===== src/rtl/sipo_rx_shift_reg.sv =====
// sipo_rx_shift_reg
//   Serial-in, parallel-out receive shift register. Reassembles MSB-first
//   serial words and hands each completed word to a double-buffered holding
//   register that is read through a valid/ready handshake.
//
//   Optional feature macro: PARITY_EN
//     defined   : each frame is WIDTH data bits plus one even-parity bit.
//                 parity_err is latched with d_out.
//     undefined : each frame is WIDTH bits and parity_err is tied to 0.
//
//   Ports
//     clk        rising-edge clock
//     reset_n    asynchronous active-low reset
//     s_in       serial data bit, sampled when s_en=1
//     s_en       bit strobe, one bit accepted per strobe cycle
//     s_sync     word alignment: drops any partial word; a bit strobed in
//                the same cycle starts a new word
//     d_out      received word, MSB = first bit received
//     d_valid    d_out holds an unconsumed word
//     d_ready    consumer accepts d_out when d_valid && d_ready
//     overrun    sticky: a completed word was dropped
//     ovr_clr    synchronous clear of overrun (a new overrun wins)
//     parity_err parity result for the word on d_out
module sipo_rx_shift_reg #(
   parameter int unsigned WIDTH = 8
) (
   input  logic             clk,
   input  logic             reset_n,
   input  logic             s_in,
   input  logic             s_en,
   input  logic             s_sync,
   output logic [WIDTH-1:0] d_out,
   output logic             d_valid,
   input  logic             d_ready,
   output logic             overrun,
   input  logic             ovr_clr,
   output logic             parity_err
);

   localparam int unsigned CW = $clog2(WIDTH + 1);

`ifdef PARITY_EN
   typedef enum logic [1:0] {IDLE, SHIFT, PAR} state_t;
`else
   typedef enum logic [1:0] {IDLE, SHIFT} state_t;
`endif

   state_t           state, state_nxt, state_base;
   logic [CW-1:0]    cnt, cnt_nxt, cnt_base;
   logic [WIDTH-1:0] sh, sh_nxt;
   logic             complete;
   logic             load;
   logic             drop;
`ifdef PARITY_EN
   logic             perr_nxt;
`endif

   // s_sync realigns before the strobe is processed, so the FSM works from
   // IDLE/cnt=0 in that cycle. The parity bit is never shifted in, so the
   // completed word is sh_nxt in both frame formats.
   always_comb begin
      state_base = s_sync ? IDLE : state;
      cnt_base   = s_sync ? '0 : cnt;
      state_nxt  = state_base;
      cnt_nxt    = cnt_base;
      sh_nxt     = sh;
      complete   = 1'b0;
`ifdef PARITY_EN
      perr_nxt   = 1'b0;
`endif
      if (s_en) begin
         case (state_base)
            IDLE, SHIFT: begin
               sh_nxt = {sh[WIDTH-2:0], s_in};
               if (cnt_base == CW'(WIDTH - 1)) begin
`ifdef PARITY_EN
                  state_nxt = PAR;
                  cnt_nxt   = CW'(WIDTH);
`else
                  state_nxt = IDLE;
                  cnt_nxt   = '0;
                  complete  = 1'b1;
`endif
               end else begin
                  state_nxt = SHIFT;
                  cnt_nxt   = cnt_base + CW'(1);
               end
            end
`ifdef PARITY_EN
            PAR: begin
               state_nxt = IDLE;
               cnt_nxt   = '0;
               complete  = 1'b1;
               perr_nxt  = ^{sh, s_in};
            end
`endif
            default: begin
               state_nxt = IDLE;
               cnt_nxt   = '0;
            end
         endcase
      end
   end

   // Holding register is free if empty or being consumed this cycle.
   assign load = complete & (~d_valid | d_ready);
   assign drop = complete & d_valid & ~d_ready;

   always_ff @(posedge clk or negedge reset_n) begin
      if (!reset_n) begin
         state   <= IDLE;
         cnt     <= '0;
         sh      <= '0;
         d_out   <= '0;
         d_valid <= 1'b0;
         overrun <= 1'b0;
      end else begin
         state <= state_nxt;
         cnt   <= cnt_nxt;
         sh    <= sh_nxt;
         if (load) begin
            d_out   <= sh_nxt;
            d_valid <= 1'b1;
         end else if (d_ready) begin
            d_valid <= 1'b0;
         end
         if (drop) begin
            overrun <= 1'b1;
         end else if (ovr_clr) begin
            overrun <= 1'b0;
         end
      end
   end

`ifdef PARITY_EN
   always_ff @(posedge clk or negedge reset_n) begin
      if (!reset_n) begin
         parity_err <= 1'b0;
      end else if (load) begin
         parity_err <= perr_nxt;
      end
   end
`else
   assign parity_err = 1'b0;
`endif

endmodule

===== config.mk =====
export PLATFORM = sky130hd
export DESIGN_NAME = sipo_rx_shift_reg
export DESIGN_NICKNAME = d
export VERILOG_FILES = /design/src/rtl/sipo_rx_shift_reg.sv
export SDC_FILE = /design/constraint.sdc
export NUM_CORES = 1
export LEC_CHECK = 0
export CORE_MARGIN = 4
export CORE_UTILIZATION = 30
export DETAILED_ROUTE_END_ITERATION = 12
export PLACE_DENSITY = 0.58
export SYNTH_ARGS = -nofsm -noshare
export SYNTH_HDL_FRONTEND = slang
export SYNTH_SLANG_ARGS = --single-unit

===== constraint.sdc =====
create_clock -name clk -period 1.6 [get_ports clk]
set_input_delay 0.32 -clock clk [delete_from_list [all_inputs] [get_ports clk]]
set_output_delay 0.32 -clock clk [all_outputs]
set_load 0.02 [all_outputs]

# --- Word-level counts from Yosys, hierarchy flattened ---
# Index checks and enable logic that the tools add are counted.
totals:
  output_inout_bits: 11
  input_bits: 7
  reg_bits: 24
op_classes:
  mux: 17
  eq_ne: 2
  reduce_logical: 4
  bitwise_logic: 6
  add_sub_neg: 1
ops:
  columns: ["cell", "n"]
  rows:
  - ["two-way mux 4 bit", 4]
  - ["two-way mux 8 bit", 2]
  - ["two-way mux 1 bit", 8]
  - ["two-way mux 2 bit", 3]
  - ["adder 4 x 1 -> 4 bit, second input constant", 1]
  - ["equality test 4 x 3 -> 1 bit, second input constant", 1]
  - ["nonzero test 2 bit", 2]
  - ["AND 1 bit", 3]
  - ["equality test 2 x 1 -> 1 bit, second input constant", 1]
  - ["logical NOT 2 bit", 1]
  - ["inverter 1 bit", 2]
  - ["OR reduction 2 bit", 1]
  - ["bitwise OR 1 bit", 1]

# --- Depth between registers and ports, before layout ---
# Gate-level depths: netlist of run 1.
depth:
  word_depth: 8
  ltp_mapped: 7

# --- Least setup slack after synthesis of run 1 ---
# Ideal clock, no wire load.
synth_path:
  path_type: "reg-to-reg"
  startpoint: "register cnt[0]"
  endpoint: "register d_out[0]"
  stages_incl_launch_ff: 8
  n_path_buf: 2
  setup_time_ps: 133
  path_slack_ps: -87
  t_arrival_ps: 1554
  cell_sequence: "dfrtp_1 > nor2b_1 > ha_1 > nor4bb_4 > buf_6 > and3_1 > buf_4 > a31oi_1"
synth_between:
  elab_chain_len: 6
synth_lines:
  columns: ["element", "line_no", "source"]
  rows:
  - ["from (decl)", "49", "logic [CW-1:0] cnt, cnt_nxt, cnt_base;"]
  - ["from (signal assigned)", "119", "cnt <= cnt_nxt;"]
  - ["two-way mux 4 bit", "63", "cnt_base = s_sync ? '0 : cnt;"]
  - ["equality test 4 x 3 -> 1 bit", "75", "if (cnt_base == CW'(WIDTH - 1)) begin"]
  - ["two-way mux 1 bit", "75", null]
  - ["two-way mux 1 bit", "72", "case (state_base)"]
  - ["two-way mux 1 bit", "71", "if (s_en) begin"]
  - ["AND 1 bit", "106", "assign load = complete & (~d_valid | d_ready);"]
  - ["to (signal assigned)", "122", "d_out <= sh_nxt;"]
  - ["to (decl)", "32", "output logic [WIDTH-1:0] d_out,"]
# Every way passes these cells.
# A chain may end at the register's enable or synchronous reset.

# --- Worst setup path in the final report of run 1 ---
layout_path:
  startpoint: "register cnt[0]"
  endpoint: "register d_out[2]"
# The elaborated chain is that of the path after synthesis.

==> qor.txt, run 1 <==
Pleak -> 0.000696 uW
Unique masters post-synth -> 26
unrepaired setup endpoints after global routing -> no
most frequent cells in the layout -> 23 x dfrtp_1, 17 x a31oi_1, 11 x o21ai_0, 11 x nand2_1, 11 x buf_4
pwr/cell area -> 753 nW/um^2
number of synthesized flops with an enable pin -> 0
ANT nets after route -> 0
Setup CP Type -> reg -> reg
Buf/Inv on CP -> 1
final std cells w/o fill -> 172
IO buf count -> 16
vias in the first global route -> 814
Worst path max stage delay -> 0.38 ns
first-pass GRT wire length -> 3700 um
met3 WL post-DR -> 74 um
Worst Hold Class -> in -> async
cell area after synthesis -> 1050 um^2
Area Growth Syn to Fin -> 29.5%
Setup Viol. Count Final -> 0
Post-CTS Repair Setup Buffers -> 0
type of origin of the critical path -> flip-flop
I/O pins -> 18
Reg power frac -> 61.7%
CTS tree -> yes
period utilisation layout -> 93.1%
dpl cells -> 168
starting density of the core -> 31.2%
ranking of synthesized cells by area -> dfrtp_1 55%, a31oi_1 10%, nand3b_1 5.7%, o21ai_0 5.2%, nand2_1 3.9%
clock latency on the worst-skew pair -> 0.30 ns
metal2 WL -> 1140 um
CP Cell Sequence -> nor2b_4, ha_2, nor4bb_4, and3_1, buf_6, a31oi_1
data required time at the worst endpoint -> 1.79 ns
Root Driver -> clkbuf_4
post-DP HPWL -> 1650 um
GRT Overall Usage -> 10.9%
highest metal used -> met4
number of buffers inserted by hold repair at cts -> 0
TritonRoute pass-1 iters -> 4
width of the die -> 67.2 um
share of the synthesized area in the top cell type -> 54.8%
clk_skew -> 0.00654 ns
Yosys warnings -> 0
fmax -> 0.671 GHz
commonest non-fill, non-tap cell in the layout -> dfrtp_1
Syn Inst Count -> 100
crit end category -> flip-flop
Yosys reg bits -> 23
max-cap viol count -> 0
Placer Congestion -> 0.864
fin nets -> 135
Logic pwr share -> 12.5%
ys flop type -> dfrtp_1
beginning of the critical path -> cnt[0]$_DFF_PN0_
family with the most delay on the worst path -> simple AND/OR/NAND/NOR gates
H-tree depth -> 1
post-route minimum period -> 1.49 ns
row count -> 21
total CTS buffers -> 3
cell-internal power -> 767 uW
Final Hold Viols -> 0
worst-path fanout max -> 8
share of layout cells above drive strength 1 -> 17.5%
DR vias -> 849
WP data arrival -> 1.68 ns
initial DRC count -> 22
Post-synth ARST share -> 100%
wire length on met1 -> 1040 um
CTS Sinks -> 23
vias per cell -> 4.94
RR Startpoint -> cnt[0]$_DFF_PN0_
deepest clock path buffer count -> 2
initial antenna violation count -> 0
Avg Cell Area, Syn -> 10.5 um^2
worst ir drop on vdd -> 0.000417 V
clock share of power -> 25.7%
diode count -> 0
TNS Setup -> 0 ns
Vert. Die Dim -> 67.2 um
sequential share of the synthesized area -> 54.8%
Pins Over Slew Limit -> 0
Syn Nets -> 108
Worst path slowest cell -> dfrtp_1
die area -> 4510 um^2
cell accounting for the most synthesized area -> dfrtp_1
Reg clk slew, reported paths -> 0.13 ns
DRC viols -> 0
sw frac -> 25.2%
largest net degree at the start of global routing -> 24
WL per Instance -> 13.3 um
grt ovf -> 0
Routed WL -> 2290 um
core region area -> 3360 um^2
status -> complete, no violations
sw power -> 258 uW
[metrics by stage]
step	setup slack, ns	instance area, um^2	total power, uW	hold WS [ns]	util, %
2_1_floorplan	0.00584	1060	706	0.0244	-
3_3_place_gp	-0.380	1330	769	0.505	39.7
3_5_place_dp	-0.425	1330	776	0.519	39.7
4_1_cts	0.00556	1350	1040	0.342	40.1
5_1_grt	0.0190	1360	1080	0.362	40.5
6_report	0.110	1360	1030	0.344	40.5
[area by class of cell]
cell class	count	area, um^2
fillers	371	2000
repair buffers	29	255
clock buffers	3	22.5
inverters	3	11.3
flip-flops and latches	23	576
well taps	46	57.6
clock inverters	1	5.00
multi-input cells	67	434
[worst register-to-register path: cells and delay by family, from the launching register on]
family	cells	cell delay (ns)
buffers and inverters	1	0.14
AND/OR/NAND/NOR	3	0.59
adder cells (fa/ha/maj)	1	0.18
AO/OA/AOI/OAI	1	0.09
flip-flops	1	0.38
[repair_timing]
| action | CTS | global route |
|---|---|---|
| pin swaps | 0 | 2 |
| endpoints found under the setup margin | 18 | 9 |
| resized for setup | 10 | 4 |
[final timing paths]
path / to / slack [ns] / cells after the start
max in group asynchronous: sh[3]$_DFF_PN0_ / 1.03 / 2
max reg2reg: d_out[2]$_DFFE_PN0P_ / 0.11 / 6
min reg2reg: overrun$_DFFE_PN0P_ / 0.53 / 2
min: cnt[0]$_DFF_PN0_ / 0.34 / 2
max: d_out[2]$_DFFE_PN0P_ / 0.11 / 6
min in group clk: overrun$_DFFE_PN0P_ / 0.53 / 2
[synth_stat cells (2+ instances only)]
cell type   n
dfrtp_1    23
nor2b_1     4
nand2b_1    2
a31oi_1    17
buf_4       2
inv_1       3
clkbuf_1    3
nand2_1    11
nand3b_1    8
o21ai_0    11
[kinds of logic after synthesis]
| logic type | synth area share (%) |
|---|---|
| adders and majority gates | 1.19 |
| muxes | 0.952 |
| AOI/OAI and AO/OA | 19.0 |
| other | 0.357 |
| DFF | 54.8 |
| buffers and inverters | 5.12 |
| and+or+nand+nor | 18.6 |
[routing by layer]
metal,vias up,track usage (%)
met5,-,0
met4,0,4.56
met3,2,1.66
met2,14,19.3
met1,417,13.0
li1,416,-
[state kept, by name, indices dropped and copies added (netlist names)]
register / count
cnt: 4
d_out: 8
overrun: 1
state: 1
d_valid: 1
sh: 8
[power by group through the flow]
stage	registers, uW	clock network (uW)	logic, uW
2_1_floorplan	643	0	62.1
3_3_place_gp	641	0	128
3_5_place_dp	644	0	132
4_1_cts	633	276	129
5_1_grt	637	300	143
6_report	633	264	129
No activity file was read; power rests on OpenSTA's default activity.
==> run 2: changes to the inputs <==
Settings changed: SKIP_CTS_REPAIR_TIMING set to 1.
==> run 2 against run 1 <==
- via count down 0.35%
- count of clock-buffer cells in the layout unchanged
- routed wire length up 1.3%
- sequential cell count unchanged
- cell count unchanged
- worst setup slack better by 0.029 ns
- design area up 2.5%
- clock power about the same
- global-route usage about the same
- non-clock buffer count unchanged
- maximum frequency up 2.0%
- combinational power about the same
- highest routed layer unchanged
==> qor.txt, run 2 (synthesis results as in run 1) <==
family with the most delay on the worst path -> simple AND/OR/NAND/NOR gates
I/O pins -> 18 (unchanged)
first-pass GRT wire length -> 3710 um (+0.38%)
starting density of the core -> 31.2% (unchanged)
ANT nets after route -> 0 (unchanged)
DR vias -> 846 (-0.35%)
H-tree depth -> 1 (unchanged)
clock share of power -> 25.7% (about the same)
post-DP HPWL -> 1650 um (unchanged)
Layout fillers -> 367 (-1.1%)
Worst path max stage delay -> 0.38 ns (about the same)
width of the die -> 67.2 um (unchanged)
period utilisation layout -> 91.3% (-1.8 points)
CP Cell Sequence -> nor2b_4, ha_2, nor4bb_4, and3_1, buf_6, a31oi_1
grt ovf -> 0 (unchanged)
status -> complete, no violations
vias per cell -> 4.92 (-0.35%)
core region area -> 3360 um^2 (unchanged)
worst-path fanout max -> 8 (unchanged)
Area Growth Syn to Fin -> 32.7%
WP data arrival -> 1.65 ns (-0.03 ns)
share of layout cells above drive strength 1 -> 17.5% (unchanged)
initial antenna violation count -> 0 (unchanged)
die area -> 4510 um^2 (unchanged)
fmax -> 0.684 GHz (+2.0%)
final std cells w/o fill -> 172 (unchanged)
Placer Congestion -> 0.864 (unchanged)
Pins Over Slew Limit -> 0 (unchanged)
initial DRC count -> 30 (+36%)
sw frac -> 25.1% (-0.052 points)
Reg power frac -> 61.7% (about the same)
Routed WL -> 2310 um (+1.3%)
type of origin of the critical path -> flip-flop
deepest clock path buffer count -> 2 (unchanged)
Vert. Die Dim -> 67.2 um (unchanged)
max-cap viol count -> 0 (unchanged)
Buf/Inv on CP -> 1 (unchanged)
crit end category -> flip-flop
Worst path slowest cell -> dfrtp_1
unrepaired setup endpoints after global routing -> no
Final Hold Viols -> 0 (unchanged)
clk_skew -> 0.00680 ns (+0.000263 ns)
most used routing layer -> met2
area of the multi-input gates -> 434 um^2 (unchanged)
Setup Viol. Count Final -> 0 (unchanged)
WL per Instance -> 13.5 um (+1.3%)
met2 track demand over resource -> 19.3% (unchanged)
Setup CP Type -> reg -> reg
GRT Overall Usage -> 10.9% (+0.035 points)
post-route minimum period -> 1.46 ns (-0.0288 ns)
CTS tree -> yes
row count -> 21 (unchanged)
DRC viols -> 0 (unchanged)
most frequent cells in the layout -> 23 x dfrtp_1, 17 x a31oi_1, 12 x buf_4
dpl cells -> 168 (unchanged)
met3 Track Usage GR -> 1.66% (unchanged)
CTS Sinks -> 23 (unchanged)
worst ir drop on vdd -> 0.000416 V (-0.28%)
TritonRoute pass-1 iters -> 4 (unchanged)
pwr/cell area -> 736 nW/um^2 (-2.3%)
cell-internal power -> 769 uW (+0.24%)
largest registers -> d_out: 8 flops, sh: 8 flops, cnt: 4 flops
Worst Hold Class -> in -> async
sw power -> 258 uW (about the same)
PnR Total Power -> 1030 uW (+0.17%)
TNS Setup -> 0 ns (unchanged)
fin nets -> 135 (unchanged)
commonest non-fill, non-tap cell in the layout -> dfrtp_1
data required time at the worst endpoint -> 1.79 ns (about the same)
M1 GR Usage -> 13.2% (+0.10 points)
largest net degree at the start of global routing -> 24 (unchanged)
vias in the first global route -> 818 (+0.49%)
IO buf count -> 16 (unchanged)
Pleak -> 0.000827 uW (+19%)
Register Area -> 576 um^2 (unchanged)
Reg clk slew, reported paths -> 0.13 ns (about the same)
total CTS buffers -> 3 (unchanged)
diode count -> 0 (unchanged)
clock latency on the worst-skew pair -> 0.30 ns (about the same)
Logic pwr share -> 12.7% (+0.2 points)
Root Driver -> clkbuf_4
run 2: changes by cell type in the layout (fill, tap and decap cells not counted):
cell | before | now
dlygate4sd2_1 | 10 | 0
dlymetal6s2s_1 | 1 | 11
buf_4 | 11 | 12
buf_6 | 2 | 1
run 2: layout make-up:
| type | count | area share (%) |
|---|---|---|
| multi-input cells | 67 | 31.1 |
| clock buffers | 3 | 1.61 |
| flip-flops and latches | 23 | 41.3 |
| repair buffers | 29 | 20.7 |
| well taps | 46 | 4.13 |
| inverters | 3 | 0.807 |
| clock inverters | 1 | 0.359 |
run 2: path summary, 6_finish.rpt:
path,cells past startpoint,from,slack [ns],end
max reg2reg,6,cnt[0]$_DFF_PN0_,0.14,d_out[2]$_DFFE_PN0P_
min in group clk,4,s_sync,0.52,cnt[0]$_DFF_PN0_
max in group asynchronous,2,reset_n,1.02,sh[5]$_DFF_PN0_
min reg2reg,2,overrun$_DFFE_PN0P_,0.53,overrun$_DFFE_PN0P_
max,6,cnt[0]$_DFF_PN0_,0.14,d_out[2]$_DFFE_PN0P_
min,2,reset_n,0.34,cnt[0]$_DFF_PN0_
run 2: power by group through the flow:
stage / Clock, uW / Combinational (uW) / Sequential (uW)
2_1_floorplan: 0 / 62.1 / 643
3_3_place_gp: 0 / 128 / 641
3_5_place_dp: 0 / 132 / 644
4_1_cts: 276 / 132 / 633
5_1_grt: 300 / 145 / 637
6_report: 264 / 130 / 633
run 2: stage by stage:
stage | setup slack [ns] | area (um^2) | hold slack [ns] | util, %
after floorplan | 0.00584 | 1060 | 0.0244 | -
after global placement | -0.380 | 1330 | 0.505 | 39.7
after detailed placement | -0.425 | 1330 | 0.519 | 39.7
after CTS | -0.0893 | 1360 | 0.342 | 40.5
after global routing | 0.0442 | 1400 | 0.362 | 41.5
final | 0.139 | 1400 | 0.344 | 41.5
run 2: per-layer routing:
| metal | vias up | share of wire (%) | wire length, um |
|---|---|---|---|
| li1 | 415 | - | - |
| met1 | 415 | 45 | 1040 |
| met2 | 14 | 50 | 1160 |
| met3 | 2 | 3.7 | 85 |
| met4 | 0 | 1.3 | 30 |
| met5 | - | 0 | 0 |
